## src/rtl/fifo_wr_sched.sv

```systemverilog
// -----------------------------------------------------------------------------
// fifo_wr_sched
// Two-requester write scheduler that feeds a single FIFO write port.
//   Requester A supplies one FIFO_WIDTH-bit word per item.
//   Requester B supplies a 2*FIFO_WIDTH-bit item. It is written as two
//   consecutive FIFO words, and no A word is placed between them.
// If both requesters are waiting in IDLE, the one that was not granted last
// wins. After reset, A wins the first tie. The FIFO full flag stalls the
// current write state for as many cycles as it stays high.
//
// Ports
//   wclk, wrst_n      write-domain clock, asynchronous active-low reset
//   req_a, a_data     requester A request and item
//   gnt_a             one-cycle pulse: A item captured
//   req_b, b_data     requester B request and 2-word item
//   gnt_b             one-cycle pulse: B item captured
//   wfull             FIFO full flag
//   winc, wdata       FIFO write enable and write data
//   busy              scheduler not in IDLE
// -----------------------------------------------------------------------------
module fifo_wr_sched #(
  parameter int FIFO_WIDTH = 8,
  parameter bit LSB_FIRST  = 1'b1
) (
  input  logic                    wclk,
  input  logic                    wrst_n,
  input  logic                    req_a,
  input  logic [FIFO_WIDTH-1:0]   a_data,
  output logic                    gnt_a,
  input  logic                    req_b,
  input  logic [2*FIFO_WIDTH-1:0] b_data,
  output logic                    gnt_b,
  input  logic                    wfull,
  output logic                    winc,
  output logic [FIFO_WIDTH-1:0]   wdata,
  output logic                    busy
);

  typedef enum logic [1:0] {
    IDLE  = 2'd0,
    WR_A  = 2'd1,
    WR_B0 = 2'd2,
    WR_B1 = 2'd3
  } state_e;

  state_e                  state_q, state_d;
  logic [2*FIFO_WIDTH-1:0] hold_q, hold_d;
  // Set when B was granted last. It resets to 1 so that A wins the first tie.
  logic                    last_gnt_b_q, last_gnt_b_d;
  logic                    gnt_a_q, gnt_a_d;
  logic                    gnt_b_q, gnt_b_d;
  logic                    pick_a, pick_b;

  // A request wins unless B is also asking and A was the last one served.
  assign pick_a = req_a && (!req_b || last_gnt_b_q);
  assign pick_b = req_b && (!req_a || !last_gnt_b_q);

  always_comb begin
    // NOTE: every signal gets a default first, so no path leaves one unassigned (no latches).
    state_d      = state_q;
    hold_d       = hold_q;
    last_gnt_b_d = last_gnt_b_q;
    gnt_a_d      = 1'b0;
    gnt_b_d      = 1'b0;
    unique case (state_q)
      IDLE: begin
        // Requests are sampled only here, so any request that arrives during a write is held off.
        if (pick_a) begin
          hold_d       = {{FIFO_WIDTH{1'b0}}, a_data};
          state_d      = WR_A;
          gnt_a_d      = 1'b1;
          last_gnt_b_d = 1'b0;
        end else if (pick_b) begin
          hold_d       = b_data;
          state_d      = WR_B0;
          gnt_b_d      = 1'b1;
          last_gnt_b_d = 1'b1;
        end
      end
      WR_A:    if (!wfull) state_d = IDLE;
      WR_B0:   if (!wfull) state_d = WR_B1;
      WR_B1:   if (!wfull) state_d = IDLE;
      default: state_d = IDLE;
    endcase
  end

  // NOTE: the hold register is reset as well, so wdata reads 0 during reset and a stale item cannot leak out.
  always_ff @(posedge wclk or negedge wrst_n) begin
    if (!wrst_n) begin
      state_q      <= IDLE;
      hold_q       <= '0;
      last_gnt_b_q <= 1'b1;
      gnt_a_q      <= 1'b0;
      gnt_b_q      <= 1'b0;
    end else begin
      // NOTE: non-blocking assignments, so every register samples the values from before the edge.
      state_q      <= state_d;
      hold_q       <= hold_d;
      last_gnt_b_q <= last_gnt_b_d;
      gnt_a_q      <= gnt_a_d;
      gnt_b_q      <= gnt_b_d;
    end
  end

  // The write port is combinational from the registered state, so wfull takes effect in the same cycle.
  always_comb begin
    wdata = '0;
    unique case (state_q)
      WR_A:    wdata = hold_q[FIFO_WIDTH-1:0];
      WR_B0:   wdata = LSB_FIRST ? hold_q[FIFO_WIDTH-1:0] : hold_q[2*FIFO_WIDTH-1:FIFO_WIDTH];
      WR_B1:   wdata = LSB_FIRST ? hold_q[2*FIFO_WIDTH-1:FIFO_WIDTH] : hold_q[FIFO_WIDTH-1:0];
      default: wdata = '0;
    endcase
  end

  assign busy  = (state_q != IDLE);
  assign winc  = busy && !wfull;
  assign gnt_a = gnt_a_q;
  assign gnt_b = gnt_b_q;

endmodule

```

## config.mk

```make
export PLATFORM = sky130hd
export DESIGN_NAME = fifo_wr_sched
export DESIGN_NICKNAME = d
export VERILOG_FILES = /design/src/rtl/fifo_wr_sched.sv
export SDC_FILE = /design/constraint.sdc
export NUM_CORES = 1
export LEC_CHECK = 0
export ABC_CLOCK_PERIOD_IN_PS = 4400
export CORE_MARGIN = 4
export CORE_UTILIZATION = 30
export DETAILED_ROUTE_END_ITERATION = 8
export REMOVE_ABC_BUFFERS = 1
export SYNTH_ARGS = -nofsm -noshare
export SYNTH_HDL_FRONTEND = slang
export SYNTH_SLANG_ARGS = --single-unit
```

## constraint.sdc

```tcl
create_clock -name wclk -period 4.4 [get_ports wclk]
set_clock_uncertainty 0.05 [all_clocks]
set_input_delay 1.1 -clock wclk [delete_from_list [all_inputs] [get_ports wclk]]
set_output_delay 1.1 -clock wclk [all_outputs]
set_load 0.005 [all_outputs]
```

Yosys cells after proc, flatten, opt, wreduce, memory -nomap -nowiden
Index checks and enable logic that the tools add are counted.
Storage, ports and cells
  bits in registers: 21
  latch bits: 0
  bits in writable memories: 0
  bits in read-only memories: 0
  input port bits: 29
  output and inout bits: 12
  logic and storage cells: 42
  memories kept: 0
Cells by class
  $add $sub $neg: 0
  $mul: 0
  div/mod/pow operators: 0
  order comparisons: 0
  equal/unequal tests: 6
  shifts and indexed selects: 0
  mux-type cells: 15
  bitwise gates (word level): 0
  reduce and logical (&&, ||, !) cells: 16
Operator list (number)
  16-bit two-way mux: 2
  8-bit case mux with 2 select lines: 1
  2-bit two-way mux: 4
  1-bit two-way mux: 7
  2-bit case mux with 3 select lines: 1
  2-bit equality test (second input constant): 2
  1-bit logical NOT: 4
  2-bit != test (second input constant): 2
  2-bit nonzero test: 2
  2-bit OR reduction: 2
  1-bit logical AND: 3
  3-bit != test (second input constant): 1
  3-bit AND reduction: 1
  2-bit by 1-bit equality test with 1-bit output (second input constant): 1
  2-bit logical NOT: 1
  1-bit logical OR: 2
  2-bit AND reduction: 1

Longest topological paths before layout
  depth after elaboration: 6
  depth in mapped cells: 6
  gate-level depth less buffers: 5

Worst setup path after synthesis
OpenSTA, ideal clock, no wires.
  path type: input to output
  start point: in wfull
  end point: out winc
  data arrival time: 1.195 ns
  data required time: 3.250 ns
  slack: 2.055 ns
  stages: 1
  path buffers: 0
  path through: nor2_1
Between the ends
  longest elaborated chain between the ends: 2
Ends and longest elaborated chain
  start, declared: line 33  | input logic wfull,
  1-bit logical NOT: line 117  | assign winc = busy && !wfull;
  1-bit logical AND: line 117
  end, declared: line 34  | output logic winc,
Every way passes these cells.

Worst setup path in the final report
Same ends and word-level chain as after synthesis.

==> impl_metrics.toml <==
[placement]
dpl.cell_count = 190
io_buffer_count = 40
gp_congestion = 0.763
placed_area_um2 = 1510
hpwl_um = 2140

[yosys]
syn_inst = 111
synth.avg_cell_area_um2 = 9.74
ys_seq_area_share_pct = 48.7
ys_ff_latch = 21
ys_warn_count = 0
synth_cell_types = 28
syn-cell-area_um2 = 1080

[clocking]
h-tree-depth = 1
clockBufferDepth = 2
path_clk_slew_ps = 110
cts_tree = "done"
ctsResizeCount = 0
numCtsBuffers = 3
clock-sinks = 21
clockRootBuffer = "clkbuf_4"
cts_hold_buf = 0
clk_latency_ps = 290
cts_setup_buffers = 0

[drt]
wl_um = 2670
antenna_left = 0
drt_iter0_drc = 24
firstDrtPassIters = 4
wl_per_cell_um = 13.8
vias = 954
drc = 0
viasPerCell = 4.92

[sta]
max_slew_margin_pct = 39.4
setup_violations = 0
final-hold-violation-count = 0
finalSetupTns_ps = 0
fin_crit_ps = 3260
period_share_pct = 74.2
max_freq_mhz = 306
worst_pin_slew_ps = 906
rsz0062_at_grt = "no"
slew_violations = 0

[worst_hold_path]
hold_path.class = "register to register"

[grt]
grt_overflow_total = 0
grt_pass1_wl_um = 4620
grt_usage_pct = 12.8
first_global_vias = 1023
antenna_found_initial = 0
grt_max_degree = 22

[worst_setup_path]
crit_top_cell = "clkdlybuf4s50_1"
crit_path_end_kind = "output port"
start_kind = "primary input"
worstPathArrival_ps = 2110
crit_required_ps = 3250
cp_max_fo = 2
path_cells = "clkdlybuf4s50_1 > nor2_1 > clkdlybuf4s50_1"
cpPeakStageDelay_ps = 500
cp_slowest_cell = "clkdlybuf4s50_1"
crit_type = "primary input to output port"

[floorplanning]
rows = 21
start_util_pct = 31.6
core-area_um2 = 3420
die_area_um2 = 4630
die_h_um = 68.0
ios = 41
die_w_um = 68.0

[layout]
antenna_cells = 0
final_area_um2 = 1530
final_cell_mix = "40 x clkdlybuf4s50_1, 20 x dfrtp_1, 18 x nor2_1"
layout_commonest_cell = "clkdlybuf4s50_1"
finish.net_count = 183
areaGrowthSynthToFinish_pct = 41.7
drive_gt1_share_pct = 4.73
fin_cells = 194

[flow_run]
maxCapViolations = 0

[power_and_ir_drop]
power.density_nw_per_um2 = 636
leakage_uw = 0.000645
worst_ir_drop_vdd_mv = 0.226

[status]
status = "finished clean"
==> cell usage after synthesis <==
| cell type | number | area (µm²) |
|---|---|---|
| a22o_1 | 8 | 70.1 |
| inv_1 | 3 | 11.3 |
| nand2b_1 | 1 | 6.26 |
| o21ai_1 | 1 | 5.00 |
| a22oi_1 | 8 | 60.1 |
| o31a_1 | 1 | 8.76 |
| o21ai_0 | 8 | 40.0 |
| dfrtp_1 | 20 | 500 |
| mux2i_1 | 1 | 10.0 |
| o21a_1 | 1 | 7.51 |
| nor2b_1 | 1 | 6.26 |
| buf_4 | 1 | 7.51 |
| mux2_4 | 1 | 15.0 |
| nand2_1 | 1 | 3.75 |
| clkbuf_2 | 1 | 5.00 |
| a21oi_1 | 1 | 5.00 |
| inv_2 | 1 | 3.75 |
| clkbuf_1 | 3 | 11.3 |
| a21oi_2 | 1 | 8.76 |
| nand3_1 | 8 | 40.0 |
| dfstp_2 | 1 | 26.3 |
| and2b_1 | 1 | 7.51 |
| o31ai_1 | 1 | 7.51 |
| ha_1 | 5 | 62.6 |
| nor3_1 | 1 | 5.00 |
| nor2_1 | 18 | 67.6 |
| buf_2 | 2 | 10.0 |
| a31oi_1 | 11 | 68.8 |
==> sequential cells by signal (all words and copies together), names as in the netlist <==
name	flops
gnt_a	1
gnt_b	1
hold_q	16
last_gnt_b_q	1
state_q	2
==> worst max-delay path: cells and delay by family <==
family,cells,cell delay [ps]
AND/OR/NAND/NOR,1,90
buffers and inverters,2,920
==> through the flow <==
| stage | hold WS, ps | power [µW] | utilization, % | worst slack [ps] |
|---|---|---|---|---|
| after detailed placement | 436 | 890 | 44.1 | 1130 |
| final | 472 | 974 | 44.8 | 1140 |
| after floorplan | 416 | 637 | - | 2050 |
| after global placement | 434 | 880 | 44.1 | 1130 |
| after global routing | 486 | 1060 | 44.8 | 1090 |
| after CTS | 475 | 982 | 44.8 | 1130 |
==> layout make-up <==
class,count,area [µm²]
inverter,4,15.0
multi-input combinational,79,505
timing repair buffer,40,400
clock buffer,4,26.3
fill,355,1880
tap,46,57.6
sequential,21,527
==> worst paths after layout <==
path	startpoint	to	slack (ps)	cells past startpoint
setup / recovery	wfull	winc	1140	3
min in group asynchronous	wrst_n	gnt_a$_DFF_PN0_	1250	1
hold / removal	hold_q[10]$_DFFE_PN0P_	hold_q[10]$_DFFE_PN0P_	470	1
max in group asynchronous	wrst_n	hold_q[15]$_DFFE_PN0P_	2490	1
hold reg to reg	hold_q[10]$_DFFE_PN0P_	hold_q[10]$_DFFE_PN0P_	470	1
setup reg to reg	state_q[1]$_DFFE_PN0P_	state_q[1]$_DFFE_PN0P_	2660	5
==> per-layer routing <==
layer | track usage [%] | part of all wire, % | up-vias | wire length, µm
met4 | 1.49 | 0 | 0 | 0
met5 | 0 | 0 | - | 0
met2 | 22.4 | 48 | 26 | 1280
met1 | 16.8 | 47 | 446 | 1250
li1 | - | - | 482 | -
met3 | 2.63 | 5.2 | 0 | 140
==> where the power goes <==
group | switching (µW) | internal (µW) | total, µW | leakage [µW]
logic | 260 | 294 | 554 | 0.000374
clock network | 54.6 | 35.2 | 89.7 | 0.0000150
registers | 51.6 | 279 | 330 | 0.000256
==> cell families after synthesis <==
logic type	Yosys count	share of synthesized area (%)
DFF	21	48.7
adders and majority gates	5	5.79
AOI/OAI and AO/OA	41	26.0
muxes	2	2.31
and+or+nand+nor	31	12.6
buffers and inverters	11	4.51
(Power assumes the default switching activity.)
==> RTL change: new RTL, same flow settings <==
`LSB_FIRST`: 1'b1 -> 1'b0.
--- a/src/rtl/fifo_wr_sched.sv
+++ b/src/rtl/fifo_wr_sched.sv
@@ -21,5 +21,5 @@
 module fifo_wr_sched #(
   parameter int FIFO_WIDTH = 8,
-  parameter bit LSB_FIRST  = 1'b1
+  parameter bit LSB_FIRST  = 1'b0
 ) (
   input  logic                    wclk,
Check against the original RTL: not equivalent (Yosys sat finds a counterexample within 4 cycles, from zero or initial values and one cycle with wrst_n low).
==> RTL change against the unedited design <==
- critical path depth did not move
- area after synthesis fell by 5.6%
- sequential power rose by 7.0%
- sequential cell count did not move
- setup slack got worse by 35 ps
- final cell count fell by 7.7%
- utilization rose by 1.6 points
- cell area fell by 4.5%
- combinational power fell by 23%
- wire length rose by 4.6%
- clock power rose by 2.9%
- via count fell by 5.5%
- total power fell by 11%
==> RTL change: results (changes against the unedited design) <==
first-pass GRT wire length -> 4.61 mm (-0.15%)
Final #Nets -> 165 (-9.8%)
hold endpoint -> last_gnt_b_q$_DFFE_PN1P_
arrival time of the worst setup path -> 2150 ps (+40 ps)
Worst Hold Launch -> last_gnt_b_q$_DFFE_PN1P_
CP max-delay cell -> dfrtp_1
synth cell count leaders -> dfrtp_1, a22o_1, a21oi_1
top post-synthesis cells by area -> dfrtp_1, a22o_1, a21oi_1, a31oi_1, nand3_1
kind of critical path -> reg -> out
worst r2r dst -> hold_q[8]$_DFFE_PN0P_
metal3 WL -> 158 um (+13%)
synthesized area per cell -> 10.5 um^2 (+8.1%)
Top Layer Used -> met4
leakage -> 0.598 nW (-7.2%)
Worst-Margin Slew -> 957 ps (+50.9 ps)
Reg2Reg Depth -> 4 (-1)
Placement Cell Area -> 0.00144 mm^2 (-4.6%)
diodes inserted -> 0 (unchanged)
drt via density -> 5.04 (+2.5%)
Clk Latency, worst-skew pair -> 300 ps
Worst R2R Setup Slack -> 2800 ps (+140 ps)
Global Route Usage Sum -> 13.7% (+0.81 points)
worst hold path depth -> 2 (+1)
Hold Vio Cnt, Final -> 0 (unchanged)
Psw -> 308 uW (-16%)
Fin Hold WS -> 447 ps (-25.5 ps)
Post-Place Setup Slack -> 1120 ps (-12.1 ps)
vias in the first global route -> 959 (-6.3%)
dpl cells -> 175 (-7.9%)
CP max FO -> 15 (+13)
Critical Path Sink -> wdata[1]
share of the yosys chip area belonging to registers -> 51.6% (+2.9 points)
combinational share of power -> 48.8% (-8.1 points)
status -> finished, final reports clean
metal1 wirelength -> 1.38 mm (+9.9%)
biggest regs -> hold_q (16), state_q (2)
share of cells above drive strength 1 -> 7.41% (+2.7 points)
reg2reg start -> state_q[0]$_DFFE_PN0P_
f_max -> 303 MHz (-1.1%)
sequential logic power -> 353 uW (+7.0%)
largest delay contributor family on the critical path -> flip-flops
Post-CTS Setup Bufs -> 0 (unchanged)
DP HPWL -> 2.04 mm (-4.8%)
total power -> 870 uW (-11%)
met2 wire length -> 1.24 mm (-3.2%)
final RePlAce weighted congestion -> 0.806 (+5.7%)
Starting DRT DRC Count -> 35 (+46%)
max incr delay on CP -> 590 ps (+90 ps)
die area -> 0.00440 mm^2 (-4.9%)
DR vias -> 902 (-5.5%)
library cells used by synthesis -> 27 (-3.6%)
WL final -> 2.80 mm (+4.6%)
==> RTL change: area by class of cell <==
cell class | instances | area (um^2)
Tap cell | 44 | 55.1
Fill cell | 337 | 1690
Inverter | 4 | 15.0
Multi-Input combinational cell | 65 | 432
Sequential cell | 21 | 527
Clock buffer | 4 | 26.3
Timing Repair Buffer | 41 | 408
==> RTL change: worst register-to-register path, cell delays in order (launching register included) <==
cell and delay (ps):
dfrtp_1 590, nor2_1 180, buf_4 220, nand2_1 210
a22o_1 250
==> RTL change: kinds of logic after synthesis <==
kind of cell | count (synthesis) | synth area share (%)
buffers and inverters | 11 | 6.13
AND/OR/NAND/NOR | 20 | 11.5
flip-flops | 21 | 51.6
AO/OA/AOI/OAI | 45 | 30.8
==> RTL change: metal layers <==
layer	global-route usage (%)	up-vias
li1	-	445
met2	20.0	29
met3	3.23	2
met5	0	-
met4	4.57	0
met1	19.5	426
